**src/rtl/otter_uart_pkg.sv**
```systemverilog
// Shared types and constants for the OTTER IOBUS UART transmitter.
package otter_uart_pkg;

    typedef enum logic [1:0] {
        IDLE,
        START,
        DATA,
        STOP
    } uart_tx_state_t;

    // Register offsets from the block's base address
    localparam logic [31:0] TXDATA_OFS = 32'd0;
    localparam logic [31:0] STATUS_OFS = 32'd4;

    // STATUS register bit positions
    localparam int unsigned ST_BUSY      = 0;
    localparam int unsigned ST_FULL      = 1;
    localparam int unsigned ST_EMPTY     = 2;
    localparam int unsigned ST_OVF       = 3;
    localparam int unsigned ST_COUNT_LSB = 8;
    localparam int unsigned ST_COUNT_W   = 8;

endpackage

```
**src/rtl/iobus_uart_tx_fifo.sv**
```systemverilog
// Synchronous FIFO with first-word-fall-through output and occupancy count.
// DEPTH must be a power of two so the pointers wrap naturally.
module sync_fifo #(
    parameter int unsigned WIDTH = 8,
    parameter int unsigned DEPTH = 8
) (
    input  logic                     CLK,
    input  logic                     RST,
    input  logic                     push,
    input  logic                     pop,
    input  logic [WIDTH-1:0]         din,
    output logic [WIDTH-1:0]         dout,
    output logic                     full,
    output logic                     empty,
    output logic [$clog2(DEPTH):0]   count
);

    localparam int unsigned AW = $clog2(DEPTH);

    logic [WIDTH-1:0] mem [DEPTH];
    logic [AW-1:0]    wr_ptr;
    logic [AW-1:0]    rd_ptr;
    logic             do_push;
    logic             do_pop;

    assign do_push = push && !full;
    assign do_pop  = pop && !empty;

    assign dout  = mem[rd_ptr];
    assign full  = (count == (AW + 1)'(DEPTH));
    assign empty = (count == '0);

    // Pointer and occupancy bookkeeping
    always_ff @(posedge CLK or negedge RST) begin
        if (!RST) begin
            wr_ptr <= '0;
            rd_ptr <= '0;
            count  <= '0;
        end else begin
            if (do_push) wr_ptr <= wr_ptr + AW'(1);
            if (do_pop)  rd_ptr <= rd_ptr + AW'(1);
            case ({do_push, do_pop})
                2'b10:   count <= count + (AW + 1)'(1);
                2'b01:   count <= count - (AW + 1)'(1);
                default: count <= count;
            endcase
        end
    end

    // Storage array; contents need no reset since count gates validity
    always_ff @(posedge CLK) begin
        if (do_push) mem[wr_ptr] <= din;
    end

endmodule

```
**src/rtl/iobus_uart_tx.sv**
```systemverilog
// Memory-mapped 8N1 UART transmitter on the OTTER IOBUS.
// TXDATA at BASE+0 queues bytes; STATUS at BASE+4 reports shifter/FIFO state.
module iobus_uart_tx
    import otter_uart_pkg::*;
#(
    parameter int unsigned CLK_HZ     = 50000000,
    parameter int unsigned BAUD       = 115200,
    parameter logic [31:0] BASE_ADDR  = 32'h1100_0040,
    parameter int unsigned FIFO_DEPTH = 8
) (
    input  logic        CLK,
    input  logic        RST,
    input  logic [31:0] IOBUS_ADDR,
    input  logic [31:0] IOBUS_OUT,
    input  logic        IOBUS_WR,
    output logic [31:0] RD_DATA,
    output logic        TX,
    output logic        IRQ
);

    localparam int unsigned DIV = CLK_HZ / BAUD;
    localparam int unsigned BW  = $clog2(DIV);
    localparam int unsigned CW  = $clog2(FIFO_DEPTH) + 1;
    localparam logic [BW-1:0] BAUD_RELOAD = BW'(DIV - 1);

    uart_tx_state_t state_q, state_d;
    logic [BW-1:0]  baud_q, baud_d;
    logic [2:0]     bit_q, bit_d;
    logic [7:0]     shreg_q, shreg_d;
    logic           tx_q, tx_d;
    logic           ovf_q;
    logic [31:0]    rd_q;
    logic [31:0]    status;

    logic           wr_txdata;
    logic           wr_status;
    logic           rd_status;
    logic           fifo_push;
    logic           fifo_pop;
    logic [7:0]     fifo_dout;
    logic           fifo_full;
    logic           fifo_empty;
    logic [CW-1:0]  fifo_count;
    logic           baud_zero;
    logic           unused_wdata_hi;

    assign unused_wdata_hi = ^IOBUS_OUT[31:8];

    assign wr_txdata = IOBUS_WR && (IOBUS_ADDR == BASE_ADDR + TXDATA_OFS);
    assign wr_status = IOBUS_WR && (IOBUS_ADDR == BASE_ADDR + STATUS_OFS);
    assign rd_status = (IOBUS_ADDR == BASE_ADDR + STATUS_OFS);

    // FULL is sampled before any same-cycle pop, so a write while full drops
    assign fifo_push = wr_txdata && !fifo_full;

    assign baud_zero = (baud_q == '0);

    assign TX      = tx_q;
    assign RD_DATA = rd_q;
    assign IRQ     = fifo_empty && (state_q == IDLE);

    sync_fifo #(
        .WIDTH (8),
        .DEPTH (FIFO_DEPTH)
    ) u_fifo (
        .CLK   (CLK),
        .RST   (RST),
        .push  (fifo_push),
        .pop   (fifo_pop),
        .din   (IOBUS_OUT[7:0]),
        .dout  (fifo_dout),
        .full  (fifo_full),
        .empty (fifo_empty),
        .count (fifo_count)
    );

    // Assemble the STATUS word from current state
    always_comb begin
        status = '0;
        status[ST_BUSY]  = (state_q != IDLE);
        status[ST_FULL]  = fifo_full;
        status[ST_EMPTY] = fifo_empty;
        status[ST_OVF]   = ovf_q;
        status[ST_COUNT_LSB +: ST_COUNT_W] = ST_COUNT_W'(fifo_count);
    end

    // Sticky overflow flag and registered read-back
    always_ff @(posedge CLK or negedge RST) begin
        if (!RST) begin
            ovf_q <= 1'b0;
            rd_q  <= '0;
        end else begin
            if (wr_txdata && fifo_full) ovf_q <= 1'b1;
            else if (wr_status)         ovf_q <= 1'b0;
            rd_q <= rd_status ? status : '0;
        end
    end

    // Transmit FSM state, counters and the TX output flop
    always_ff @(posedge CLK or negedge RST) begin
        if (!RST) begin
            state_q <= IDLE;
            baud_q  <= '0;
            bit_q   <= '0;
            shreg_q <= '0;
            tx_q    <= 1'b1;
        end else begin
            state_q <= state_d;
            baud_q  <= baud_d;
            bit_q   <= bit_d;
            shreg_q <= shreg_d;
            tx_q    <= tx_d;
        end
    end

    // Next-state logic; tx_d is the line level for the next cycle so TX stays a pure flop
    always_comb begin
        state_d  = state_q;
        baud_d   = baud_q;
        bit_d    = bit_q;
        shreg_d  = shreg_q;
        tx_d     = tx_q;
        fifo_pop = 1'b0;

        case (state_q)
            IDLE: begin
                tx_d = 1'b1;
                if (!fifo_empty) begin
                    fifo_pop = 1'b1;
                    shreg_d  = fifo_dout;
                    baud_d   = BAUD_RELOAD;
                    state_d  = START;
                    tx_d     = 1'b0;
                end
            end

            START: begin
                if (baud_zero) begin
                    state_d = DATA;
                    baud_d  = BAUD_RELOAD;
                    bit_d   = 3'd0;
                    tx_d    = shreg_q[0];
                end else begin
                    baud_d = baud_q - BW'(1);
                end
            end

            DATA: begin
                if (baud_zero) begin
                    baud_d = BAUD_RELOAD;
                    if (bit_q == 3'd7) begin
                        state_d = STOP;
                        tx_d    = 1'b1;
                    end else begin
                        // Shift right so the next bit to send is always shreg_q[1]
                        bit_d   = bit_q + 3'd1;
                        shreg_d = shreg_q >> 1;
                        tx_d    = shreg_q[1];
                    end
                end else begin
                    baud_d = baud_q - BW'(1);
                end
            end

            STOP: begin
                if (baud_zero) begin
                    if (!fifo_empty) begin
                        fifo_pop = 1'b1;
                        shreg_d  = fifo_dout;
                        baud_d   = BAUD_RELOAD;
                        state_d  = START;
                        tx_d     = 1'b0;
                    end else begin
                        state_d = IDLE;
                        tx_d    = 1'b1;
                    end
                end else begin
                    baud_d = baud_q - BW'(1);
                end
            end

            default: begin
                state_d = IDLE;
                tx_d    = 1'b1;
            end
        endcase
    end

endmodule

```
**config.mk**
```make
export PLATFORM = sky130hd
export DESIGN_NAME = iobus_uart_tx
export DESIGN_NICKNAME = d
export VERILOG_FILES = /design/src/rtl/otter_uart_pkg.sv /design/src/rtl/iobus_uart_tx_fifo.sv /design/src/rtl/iobus_uart_tx.sv
export SDC_FILE = /design/constraint.sdc
export NUM_CORES = 1
export LEC_CHECK = 0
export CAP_MARGIN = 20
export CORE_UTILIZATION = 35
export CTS_BUF_LIST = sky130_fd_sc_hd__clkbuf_8
export CTS_CLUSTER_SIZE = 28
export DETAILED_ROUTE_END_ITERATION = 10
export PLACE_DENSITY = 0.63
export SLEW_MARGIN = 30
export SYNTH_ARGS = -nofsm -noshare
export SYNTH_HDL_FRONTEND = slang
export SYNTH_SLANG_ARGS = --single-unit
export TNS_END_PERCENT = 5
```
**constraint.sdc**
```tcl
create_clock -name CLK -period 3.4 [get_ports CLK]
set_input_delay 0.51 -clock CLK [delete_from_list [all_inputs] [get_ports CLK]]
set_output_delay 0.51 -clock CLK [all_outputs]
set_load 0.005 [all_outputs]
```
# == After elaboration in Yosys (flattened, before gate mapping) ==
# Memories as Yosys holds them, arrays and structs flattened.
# Cells that the tools add are included.
# word_totals
regBits,46
ram_bits,64
out_inout_bits,34
n_memories,1
# mem_list
memory,depth,word_bits,rd,rd_ports_with_merged_regs,write_ports,line_no,rtl
u_fifo.mem,8,8,1,0,1,iobus_uart_tx_fifo.sv:20,logic [WIDTH-1:0] mem [DEPTH];
# op_classes
addsub,6
n_eq_ne,15
muxes,35
n_reduce_logical,22
# op_table
op,n
$eq A32 B29 Y1 const B,2
$mux W8,4
$mux W9,3
$pmux W9 S3,1
$pmux W8 S3,1
$mux W1,12
$mux W12,1
$ne A2 B2 Y1 const B,6
$mux W2,5
$add A3 B1 Y3 const B,3
$logic_not A9 Y1,1
$mux W3,3
$sub A9 B1 Y9 const B,1
$pmux W2 S4,1
$pmux W4 S2,1
$reduce_and A4 Y1,2
$reduce_bool A2 Y1,4
$logic_and A1 B1 Y1,7
$eq A2 B2 Y1 const B,3
$pmux W3 S2,1
$reduce_and A5 Y1,1
$add A4 B1 Y4 const B,1
$eq A2 B1 Y1 const B,2
$eq A4 B4 Y1 const B,1
other kinds (10),11

# == Logic depth before layout (Yosys ltp) ==
# Gate-level depths: netlist of the first run.
# logic_depth
ltp_word,7
mapped_depth,12
ltp_nobuf,12

# == Modules after synthesis ==
# Synthesis of the first run repeated with hierarchy kept, for this count alone.
# hier_totals
cells_unflattened,386
area_unflattened_um2,5216.3
# by_module_without_submodules
module,n_inst,cells_per_inst,area_each_um2,seq_area_each_um2
sync_fifo,1,160,3134.3,2172.1
iobus_uart_tx,1,226,2082.0,802.0

# == Least setup slack after synthesis of the first run ==
# OpenSTA, ideal clock, no wires.
# synth_timing
path_type,register -> register
startpoint,register baud_q[0]
endpoint,register u_fifo.count[3]
setup_time_ns,0.125
arrival_ns,2.551
slack_ns,0.723
stages_incl_launch_ff,13
path_cell_list,dfrtp_1 -> inv_1 -> ha_1 -> nor4b_2 -> a31oi_1 -> nor3_2 -> ha_1 -> ha_1 -> a21o_2 -> a21oi_1 -> xnor2_1 -> nor2_1 -> xor2_1
# synth_between
elab_chain_cells,6
word_cells_on_any_way,8
classes_between,eq/ne (2); mux (3); reduce/logical (3)
# synth_lines
item,line_no,rtl
from (decl),iobus_uart_tx.sv:27,"logic [BW-1:0] baud_q, baud_d;"
from (signal assigned),iobus_uart_tx.sv:109,baud_q <= baud_d;
$logic_not A9 Y1 *,iobus_uart_tx.sv:56,assign baud_zero = (baud_q == '0);
$mux W1 *,iobus_uart_tx.sv:166,if (baud_zero) begin
$pmux W1 S2 *,iobus_uart_tx.sv:125,case (state_q)
$logic_and A1 B1 Y1 *,iobus_uart_tx_fifo.sv:27,assign do_pop = pop && !empty;
via u_fifo.do_pop,iobus_uart_tx_fifo.sv:24,logic do_pop;
$eq A2 B1 Y1 / $eq A2 B2 Y1 (equally long branches),iobus_uart_tx_fifo.sv:42,"case ({do_push, do_pop})"
$pmux W4 S2 / $reduce_bool A2 Y1 (equally long branches),-,
to (signal assigned),iobus_uart_tx_fifo.sv:43,2'b10: count <= count + (AW + 1)'(1);
to (signal assigned),iobus_uart_tx_fifo.sv:44,2'b01: count <= count - (AW + 1)'(1);
to (signal assigned),iobus_uart_tx_fifo.sv:45,default: count <= count;
to (decl),iobus_uart_tx_fifo.sv:15,output logic [$clog2(DEPTH):0] count
# The timed path passes the listed nets; every way through them passes the cells marked *.
# A chain may end at the register's enable or synchronous reset.

# == Worst setup path after layout of the first run ==
# layout_timing
startpoint,input port IOBUS_ADDR[5]
endpoint,register u_fifo.count[3]
# layout_between
elab_chain_cells,6
word_cells_on_any_way,8
classes_between,eq/ne (3); mux (1); reduce/logical (4)
# layout_lines
item,line_no,rtl
from (decl),iobus_uart_tx.sv:13,"input logic [31:0] IOBUS_ADDR,"
$eq A32 B29 Y1 *,iobus_uart_tx.sv:49,assign wr_txdata = IOBUS_WR && (IOBUS_ADDR == BASE_ADDR + TXDATA_OFS);
$logic_and A1 B1 Y1 *,iobus_uart_tx.sv:49,
$logic_and A1 B1 Y1 *,iobus_uart_tx.sv:54,assign fifo_push = wr_txdata && !fifo_full;
$logic_and A1 B1 Y1 *,iobus_uart_tx_fifo.sv:26,assign do_push = push && !full;
$eq A2 B1 Y1 / $eq A2 B2 Y1 (equally long branches),iobus_uart_tx_fifo.sv:42,
$pmux W4 S2 / $reduce_bool A2 Y1 (equally long branches),-,
# Every way passes the cells marked *; elsewhere a longest branch is shown, timed or not.

==> results of run 1 <==
[final timing paths]
path | start | endpoint | slack (ns)
worst max-delay path | IOBUS_ADDR[5] | u_fifo.count[3] | 0.59
worst min-delay path | RST | baud_q[6] | 0.10
worst max register to register | baud_q[0] | u_fifo.count[3] | 0.63
worst min register to register | TX | TX | 0.50
max in group asynchronous | RST | u_fifo.count[2] | 2.91
min in group CLK | TX | TX | 0.50
[layer usage]
layer	global-route usage [%]	vias to the layer above	wire, um
li1	-	1462	-
met2	23.54	64	4826
met1	16.08	1500	3882
met5	0	-	0
met4	4.552	0	80
met3	3.102	6	354
[placed cells by master (no fill, tap or decap), types with 2 or more instances in the layout]
| master | n |
|---|---|
| a21oi_1 | 14 |
| a31oi_1 | 6 |
| and3_1 | 4 |
| buf_4 | 14 |
| clkbuf_8 | 9 |
| clkdlybuf4s50_1 | 51 |
| clkinv_8 | 4 |
| conb_1 | 24 |
| dfrtp_1 | 41 |
| edfxtp_1 | 64 |
| ha_1 | 14 |
| inv_1 | 12 |
| inv_8 | 3 |
| mux2_2 | 3 |
| mux2i_1 | 8 |
| mux4_2 | 16 |
| nand2_1 | 22 |
| nand2b_1 | 4 |
| nand3_1 | 5 |
| nand4_1 | 6 |
| nor2_1 | 30 |
| nor3_1 | 6 |
| nor4_1 | 7 |
| nor4_2 | 3 |
| nor4b_1 | 3 |
| o21ai_0 | 17 |
| o21ai_1 | 7 |
| o21bai_1 | 2 |
| o22ai_1 | 2 |
| o31ai_1 | 4 |
| xnor2_1 | 6 |
| xor2_1 | 3 |
[power groups by stage]
| stage | sequential (W) | combinational [W] | clock (W) |
|---|---|---|---|
| global placement | 0.00139 | 0.0000789 | 0 |
| finish | 0.00137 | 0.0000815 | 0.000805 |
| CTS | 0.00137 | 0.0000821 | 0.000831 |
| floorplan | 0.00139 | 0.0000320 | 0 |
| detailed placement | 0.00139 | 0.0000819 | 0 |
| global route | 0.00137 | 0.0000920 | 0.000877 |
[registers in the layout, indices dropped and copies added (netlist names)]
name           count
u_fifo.mem        64
baud_q             9
RD_DATA            8
shreg_q            8
u_fifo.count       4
bit_q              3
u_fifo.rd_ptr      3
u_fifo.wr_ptr      3
state_q            2
TX                 1
ovf_q              1
[logic make-up (layout without fill, tap and decap cells)]
logic type,after synthesis,after routing
DFF,106,106
buffers and inverters,49,93
other,1,24
and+or+nand+nor,99,99
AOI/OAI and AO/OA,64,64
xor gates and xnor gates,9,9
adders and majority gates,15,15
muxes,27,27
[cell usage after synthesis, types with 7 or more instances]
cell,count
a21oi_1,14
buf_4,24
dfrtp_1,41
edfxtp_1,64
ha_1,14
inv_1,12
mux2i_1,8
mux4_2,16
nand2_1,22
nor2_1,30
nor4_1,7
o21ai_0,17
o21ai_1,7
[area by class of cell]
| type | count | area share, % |
|---|---|---|
| Clock buffer | 9 | 2.109 |
| Clock inverter | 7 | 1.683 |
| Inverter | 12 | 0.7669 |
| Multi-Input combinational cell | 238 | 30.49 |
| Sequential cell | 106 | 50.64 |
| Tap cell | 180 | 3.835 |
| Timing Repair Buffer | 65 | 10.48 |
[critical path, delay by kind of cell]
kind,cells,cell delay [ns]
XOR/XNOR,2,0.27
AO/OA/AOI/OAI,2,0.34
AND/OR/NAND/NOR,5,0.99
adder cells (fa/ha/maj),2,0.56
buffers and inverters,1,0.40
[through the flow]
step                util, %  total power [W]
CTS                   42.29         0.002279
global route          42.31         0.002335
detailed placement    40.69         0.001476
finish                42.31         0.002253
global placement      40.69         0.001473
floorplan                 -         0.001426
==> results by group, run 1 <==
Run status
  – Status: finished, final reports clean

Global routing
  – Gr ovfl total: 0
  – Initial antenna violation count: 0
  – Vias in the first global route: 3033
  – Tot GR Track Use: 13.40%
  – First-pass GRT wire length: 14.90 mm
  – Largest net degree at the start of global routing: 43

Worst setup path
  – Crit path cell chain: clkdlybuf4s50_1 > nor4b_1 > nand4_1 > nor3_1 > nand3_1 > ha_1 > ha_1 > a21o_2 > a21oi_1 > xnor2_1 > nor2_1 > xor2_1
  – WS Path Type: in -> reg
  – CP Launch Type: primary input
  – R2R cell count: 12
  – CP required: 3.67 ns
  – Most frequent CP cell: ha_1
  – Critical path arrival: 3.08 ns
  – Worst path slowest cell: clkdlybuf4s50_1
  – Endpoint class of the critical path: flip-flop
  – CP max FO: 3
  – Crit-path max cell delay: 0.40 ns

Cells and area
  – Diodes inserted: 0
  – Multi-input logic area: 1790 sq um
  – Area delta synth->final: 18.30%
  – Fillers: 1299
  – Fin cells: 617
  – Sequential Area: 2974 sq um
  – Ratio of cells with drive above 1 in the final layout: 14.87%
  – Post-route cell area: 5873 sq um
  – Nets: 514

Timing
  – Unrepaired setup endpoints after global routing: false
  – Worst hold slack: 0.1019 ns
  – Slew at the pin closest to its max-slew limit: 0.8329 ns
  – Setup TNS Final: 0 ns
  – Max Slew Vio Count: 0
  – Endpoints failing setup: 0
  – Max-slew headroom: 44.47%
  – Final-report hold violation count: 0
  – Final setup margin: 0.5870 ns
  – Tmin final: 2.813 ns
  – Period utilization: 82.73%
  – Final setup skew: 0.01382 ns
  – Fmax: 355.5 MHz

Route
  – Post-route ant nets: 0
  – Wire per inst: 14.82 um
  – DRC Markers: 0
  – Drt initial violations: 261
  – Number of detailed-route iterations in the first pass: 4
  – Via density per instance: 4.914
  – Vias: 3032
  – Routed wire length: 9.142 mm

Synth
  – Mux share of post-synthesis cell area: 9.551%
  – Synth Instances: 370
  – Yosys top cell area share: 38.71%
  – Synth Area in Adders: 3.931%
  – Distinct cells, synth: 55
  – Largest cells by area after synthesis: edfxtp_1, dfrtp_1, mux4_2
  – Yosys warnings: 0
  – Syn_area_per_cell: 13.42 sq um
  – XOR/XNOR share of the synthesized area: 1.588%
  – Part of the Yosys area used for sequential elements: 59.90%
  – Asr flop ratio synth: 39.62%
  – Post-synth top area cell: edfxtp_1
  – Post-synth EDFFs: 64
  – Register bit total from synthesis: 106
  – Main synth FF type: edfxtp_1
  – Largest family of logic cells by synthesized area: simple AND/OR/NAND/NOR gates
  – Post-synthesis cell area: 4965 sq um
  – Area fraction in compound gates after synthesis: 8.342%
  – Post-synthesis simple-gate area fraction: 10.84%

Clocking
  – CTS Root Cell: clkbuf_8
  – Clock Path Buffers: 2
  – Post CTS Setup Buffer Count: 0
  – Insertion delay of the later-clocked pin in the worst-skew pair: 0.38 ns
  – Reg clk slew, reported paths: 0.11 ns
  – CTS Sinks: 106
  – CTS H-tree lvls: 3
  – Resize count post-CTS: 0
  – CTS Buf Count: 9
  – CTS tree: built
  – Cts hold-fix bufs: 0

Power
  – Leakage: 2.202 nW
  – Switching share of power: 23.76%
  – Flop pwr share: 60.6%
  – Psw: 0.0005352 W
  – Int Power: 0.001717 W
  – PD cells: 383.6 nW/um^2
  – Clock group share of total power: 35.7%
  – Worst-case vdd ir drop: 0.3495 mV
  – Logic gate share of total power: 3.6%

Floorplanning
  – Starting density of the core: 35.77%
  – # rows: 43
  – Die area: 14670 sq um
  – Die height: 121.1 um
  – Core area: 13880 sq um
  – I/O Pins: 101
  – Die Span X: 121.1 um

Placement
  – Placed cell count: 601
  – Placed cell area: 5648 sq um
  – Setup WS pre-CTS: 0.1496 ns
  – PortBufs: 52
  – Dpl hpwl: 6.329 mm
  – GP Congestion: 0.8154

Hold path
  – Hold Crit Class: in -> async

Run
  – Max-Cap Viols: 0
(Power assumes the default switching activity.)
==> run 2: changes to the inputs <==
- PLACE_DENSITY: 0.63 -> 0.65
- clock period: 3.4 -> 2.5 ns (I/O delays scaled with it)
==> run 2 against run 1 <==
Net effect:
- flip-flop and latch count did not move
- critical path depth did not move
- register-to-register slack got worse by 0.60 ns
- global-route usage rose by 1.1 points
- combinational power rose by 44%
- sequential power rose by 36%
- routed wire length rose by 6.1%
- via count rose by 5.0%
- highest routed layer unchanged
==> results by group, run 2 (same netlist as run 1, synthesis figures left out) <==
Run status
  – Status: finished, final reports clean

Cells and area
  – Commonest non-fill, non-tap cell in the layout: edfxtp_1
  – Biggest regs: u_fifo.mem (64), baud_q (9)
  – Multi-input logic area: 1838 sq um (+2.7%)
  – Commonest non-fill, non-tap cells in the layout: edfxtp_1, clkdlybuf4s50_1, buf_4, dfrtp_1, nor2_1
  – Diodes inserted: 0 (unchanged)
  – Max FFs per register: 64 (unchanged)
  – Fillers: 1284 (-1.2%)
  – Sequential Area: 2974 sq um (unchanged)
  – Ratio of cells with drive above 1 in the final layout: 21.63% (+6.8 points)
  – Most flop-heavy register: u_fifo.mem
  – Nets: 544 (+5.8%)
  – Post-route cell area: 6152 sq um (+4.8%)
  – Area delta synth->final: 23.92%
  – Fin cells: 647 (+4.9%)

Floorplanning
  – Die area: 14670 sq um (unchanged)
  – Die Span X: 121.1 um (unchanged)
  – I/O Pins: 101 (unchanged)
  – Die height: 121.1 um (unchanged)
  – Starting density of the core: 35.77% (unchanged)
  – Core area: 13880 sq um (unchanged)
  – # rows: 43 (unchanged)

Placement
  – Placed cell count: 630 (+4.8%)
  – Placed cell area: 5893 sq um (+4.3%)
  – GP Congestion: 0.8629 (+5.8%)
  – PortBufs: 52 (unchanged)
  – Dpl hpwl: 6.986 mm (+10%)

Worst setup path
  – Reg-to-reg startpoint: baud_q[1]
  – Critical path arrival: 2.75 ns (-0.33 ns)
  – CP max FO: 3 (unchanged)
  – Endpoint class of the critical path: flip-flop
  – Worst path slowest cell: dfrtp_1
  – Crit path cell chain: inv_2 > ha_4 > nor4b_4 > a31oi_1 > nor3_2 > ha_2 > ha_1 > a21o_2 > a21oi_2 > xnor2_1 > nor2_1 > xor2_1
  – CP required: 2.77 ns (-0.90 ns)
  – WS Path Type: reg -> reg
  – CP startpoint: baud_q[1]
  – CP Launch Type: flip-flop
  – Crit-path max cell delay: 0.40 ns (about the same)

Clocking
  – Reg clk slew, reported paths: 0.11 ns (about the same)
  – CTS H-tree lvls: 3 (unchanged)
  – CTS Root Cell: clkbuf_8
  – Post CTS Setup Buffer Count: 0 (unchanged)
  – CTS Sinks: 106 (unchanged)
  – Insertion delay of the later-clocked pin in the worst-skew pair: 0.38 ns (about the same)
  – CTS Buf Count: 9 (unchanged)
  – CTS tree: built
  – Clock Path Buffers: 2 (unchanged)

Global routing
  – Vias in the first global route: 3257 (+7.4%)
  – First-pass GRT wire length: 16.23 mm (+8.9%)
  – Tot GR Track Use: 14.47% (+1.1 points)
  – Largest net degree at the start of global routing: 43 (unchanged)
  – Gr ovfl total: 0 (unchanged)
  – Initial antenna violation count: 0 (unchanged)

Hold path
  – HP Start: TX
  – Hold Crit Class: reg -> reg

Route
  – Via density per instance: 4.920 (+0.11%)
  – Wire per inst: 14.99 um (+1.2%)
  – Vias: 3183 (+5.0%)
  – DRC Markers: 0 (unchanged)
  – Number of detailed-route iterations in the first pass: 4 (unchanged)
  – Post-route ant nets: 0 (unchanged)
  – Drt initial violations: 170 (-35%)
  – Routed wire length: 9.699 mm (+6.1%)

Timing
  – Unrepaired setup endpoints after global routing: true
  – Final-report hold violation count: 0 (unchanged)
  – Tmin final: 2.473 ns
  – Endpoints failing setup: 0 (unchanged)
  – Period utilization: 98.92%
  – Max Slew Vio Count: 0 (unchanged)
  – Final setup skew: 0.01484 ns (+0.001020 ns)
  – Fmax: 404.4 MHz
  – Slew at the pin closest to its max-slew limit: 0.7889 ns (-0.04403 ns)
  – Max-slew headroom: 47.41% (+2.9 points)

Power
  – Pwr Total: 0.003131 W (+39%)
  – PD cells: 509.0 nW/um^2 (+33%)
  – Leakage: 2.382 nW (+8.2%)
  – Worst-case vdd ir drop: 0.4082 mV (+17%)

Run
  – Max-Cap Viols: 0 (unchanged)
==> run 2: changes by cell type in the layout (fill, tap and decap cells not counted), moves of 2 or more <==
cell	delta
ha_1	-2
inv_1	-2
inv_2	+2
clkinv_8	-3
buf_4	+29
==> run 2: final cells by class <==
type | count | area share [%]
multi-input cells | 238 | 29.88
clock inverters | 7 | 1.668
flip-flops and latches | 106 | 48.34
repair buffers | 95 | 13.71
inverters | 12 | 0.7322
clock buffers | 9 | 2.013
well taps | 180 | 3.661
==> run 2: timing repair <==
| item | in CTS | in global routing |
|---|---|---|
| pin swaps | 2 | 0 |
| gates resized for setup | 2 | 1 |
| endpoints found under the setup margin | 2 | 2 |
| hold buffers | 0 | 1 |
| hold endpoints to repair | 0 | 15 |
==> run 2: critical path: cells and delay by family (launching register included) <==
family | cells | cell delay (ns)
AO/OA/AOI/OAI | 3 | 0.48
XOR/XNOR | 2 | 0.27
AND/OR/NAND/NOR | 3 | 0.53
buffers and inverters | 1 | 0.09
flip-flops | 1 | 0.40
adder cells (fa/ha/maj) | 3 | 0.62
==> run 2: final timing paths <==
| check | endpoint | slack, ns | depth (start not counted) |
|---|---|---|---|
| worst max-delay path | u_fifo.count[3] | 0.03 | 12 |
| worst min-delay path | TX | 0.49 | 2 |
| worst max register to register | u_fifo.count[3] | 0.03 | 12 |
| min in group asynchronous | baud_q[6] | 0.50 | 2 |
| max in group asynchronous | TX | 1.60 | 2 |
| worst min register to register | TX | 0.49 | 2 |
==> run 2: layer usage <==
metal | track usage [%] | vias to the layer above | share of wire, % | wire length (um)
li1 | - | 1532 | - | -
met1 | 17.98 | 1578 | 44 | 4237
met2 | 25.46 | 64 | 52 | 5060
met3 | 2.961 | 9 | 3.2 | 311
met4 | 3.935 | 0 | 0.92 | 89
met5 | 0 | - | 0 | 0
==> run 2: power breakdown <==
| part | switching [W] | leakage (nW) | internal [W] |
|---|---|---|---|
| Clock | 0.000653 | 0.114 | 0.000504 |
| Sequential | 0.000000274 | 1.16 | 0.00186 |
| Combinational | 0.0000503 | 1.11 | 0.0000663 |
| Total | 0.000704 | 2.38 | 0.00243 |
==> run 2: metrics by stage <==
step	util [%]	setup slack (ns)	TNS [ns]	hold slack (ns)
finish	44.32	0.02691	0	0.4945
global route	44.32	-0.1133	-0.2178	0.5190
floorplan	-	-0.05759	-0.05759	0.07941
global placement	42.46	-0.3544	-2.425	0.4638
CTS	44.19	0.01196	0	0.1473
detailed placement	42.46	-0.4824	-6.108	0.4805
==> edit: new RTL, settings of run 1 <==
Encoding of `uart_tx_state_t`: now Gray code (2 bits for 4 states).
--- a/src/rtl/otter_uart_pkg.sv
+++ b/src/rtl/otter_uart_pkg.sv
@@ -2,10 +2,10 @@
 package otter_uart_pkg;
 
     typedef enum logic [1:0] {
-        IDLE,
-        START,
-        DATA,
-        STOP
+        IDLE  = 2'b00,
+        START = 2'b01,
+        DATA  = 2'b11,
+        STOP  = 2'b10
     } uart_tx_state_t;
 
     // Register offsets from the block's base address
Check against the original RTL: same outputs for any inputs over 10 cycles, from zero or initial values and one cycle with RST low; not proved beyond that.
==> edit against run 1 <==
- sequential cell count did not move
- critical path depth fell by 7
- cell area fell by 0.64%
- sequential share of layout area rose by 0.33 points
- register-to-register slack got worse by 0.23 ns
- wire length rose by 1.5%
- utilization fell by 0.11 points
- global-route usage rose by 0.78 points
- die area fell by 0.22%
- synthesized cell count fell by 5.4%
- setup slack got worse by 0.22 ns
- power fell by 0.27%
- synthesized area fell by 0.23%
- clock power barely moved
- critical path type is now reg2out
- largest power group unchanged
- highest routed layer unchanged
==> edit: results <==
[run_status]
outcome = complete, no violations

[drt]
vias_per_cell = 5.03
drt_iter0_markers = 198
wl_per_cell_um = 15.6
vias = 2988

[worst_setup_path]
crit_arrival_ns = 2.53
reg2reg_depth = 12
slowest_stage = or4_1
path_delay_family = simple AND/OR/NAND/NOR gates
cp_max_fo = 6
cp_slowest_stage_delay_ns = 0.69

[clock_network]
clk_pin_slew_ns = 0.10
cts.path.max_buffers = 2
post_cts_resized = 0
post_cts_buffers = 0
numCtsBuffers = 9

[finish]
top_regs = u_fifo.mem (64), baud_q (9)
drive_gt1_share_pct = 16.4
antenna_cells = 0
nets = 486

[power]
leakage_nw = 2.19
ir_worst_vdd_mv = 0.253

[placed_design]
hpwl_um = 6530
place.gp.congestion = 0.786
portBuffers = 52
postPlaceCellArea_um2 = 5630
place_inst = 578

[sta]
slew-limit-headroom_pct = 45.5
skew_ns = 0.00823
maxSlewViolCount = 0

[yosys]
async_reset_ff_share_pct = 39.6
synth_area_leaders = edfxtp_1 (39%), dfrtp_1 (21%), mux4_2 (7.3%)
ys_top_cells_by_count = edfxtp_1 (64), dfrtp_1 (41), buf_4 (24), nor2_1 (20), mux4_2 (16)
synth-edff-count = 64
syn_area_per_cell_um2 = 14.2
synth_cell_types = 58
yosysWarnings = 0
ys_seq_area_share_pct = 60.0

[grt]
grtUsageTotal_pct = 14.2
grt_first_pass_wirelength_um = 15500
antenna_found_initial = 0
grt_pass1_vias = 3052
[edit: cell types whose count changed after synthesis, moves of 4 or more]
cell      before  now
nand2_1       22   12
nor2_1        30   20
o21ai_0       17    7
mux2_4         0    8
o21ai_1        7    0
mux2i_1        8   14
and2_1         0    5
ha_1          14    9
clkbuf_1       6   10
[edit: kinds of logic after synthesis]
logic type	Yosys count	synth area share, %
AO/OA/AOI/OAI	46	6.39
adder cells (fa/ha/maj)	10	2.68
other	1	0.0757
multiplexers	41	13.2
XOR/XNOR	7	1.24
AND/OR/NAND/NOR	89	10.5
flip-flops	106	60.0
buffers and inverters	50	5.86
[edit: cell type report]
class | count | area (um2)
Clock buffer | 9 | 124
Inverter | 10 | 37.5
Tap cell | 180 | 225
Timing Repair Buffer | 65 | 616
Fill cell | 1290 | 7990
Sequential cell | 106 | 2970
Multi-Input combinational cell | 217 | 1780
Clock inverter | 7 | 83.8
[edit: path summary, 6_finish.rpt]
kind	start	endpoint	slack (ns)
max in group asynchronous	RST	TX	2.92
min in group CLK	ovf_q	RD_DATA[3]	0.50
min reg2reg	ovf_q	RD_DATA[3]	0.50
max reg2reg	baud_q[0]	u_fifo.count[3]	0.40
min	RST	baud_q[7]	0.11
max	u_fifo.count[1]	IRQ	0.36
[edit: layer usage]
layer  part of all wire (%)  global-route usage (%)  vias to the layer above  routed length (um)
met4                    1.7                    5.86                        0                 157
met2                     52                    24.4                       72                4870
met5                      0                       0                        -                   0
li1                       -                       -                     1406                   -
met1                     42                    16.9                     1499                3910
met3                    3.7                    3.48                       11                 346
[edit: where the power goes]
| group | internal, W | total (W) | switching, W |
|---|---|---|---|
| logic | 0.0000437 | 0.0000773 | 0.0000335 |
| clock network | 0.000354 | 0.000804 | 0.000450 |
| registers | 0.00137 | 0.00137 | 0.000000000216 |
[edit: per-stage QoR]
step | setup WS [ns] | power (W) | util [%] | hold WS [ns]
5_1_grt | 0.216 | 0.00234 | 42.2 | 0.126
3_3_place_gp | 0.311 | 0.00147 | 40.7 | 0.481
6_report | 0.365 | 0.00225 | 42.2 | 0.109
4_1_cts | 0.329 | 0.00229 | 42.2 | 0.281
3_5_place_dp | 0.157 | 0.00147 | 40.7 | 0.479
2_1_floorplan | 0.592 | 0.00142 | - | 0.214
[edit: worst reg2reg max path, stage by stage, from the launching register on]
cell     delay, ns
dfrtp_1       0.38
inv_1         0.13
ha_1          0.18
or4b_4        0.51
o31ai_4       0.29
nand2_4       0.12
inv_1         0.08
ha_1          0.23
ha_1          0.26
a21o_1        0.18
a21oi_1       0.18
mux2i_1       0.23
xnor2_1       0.14
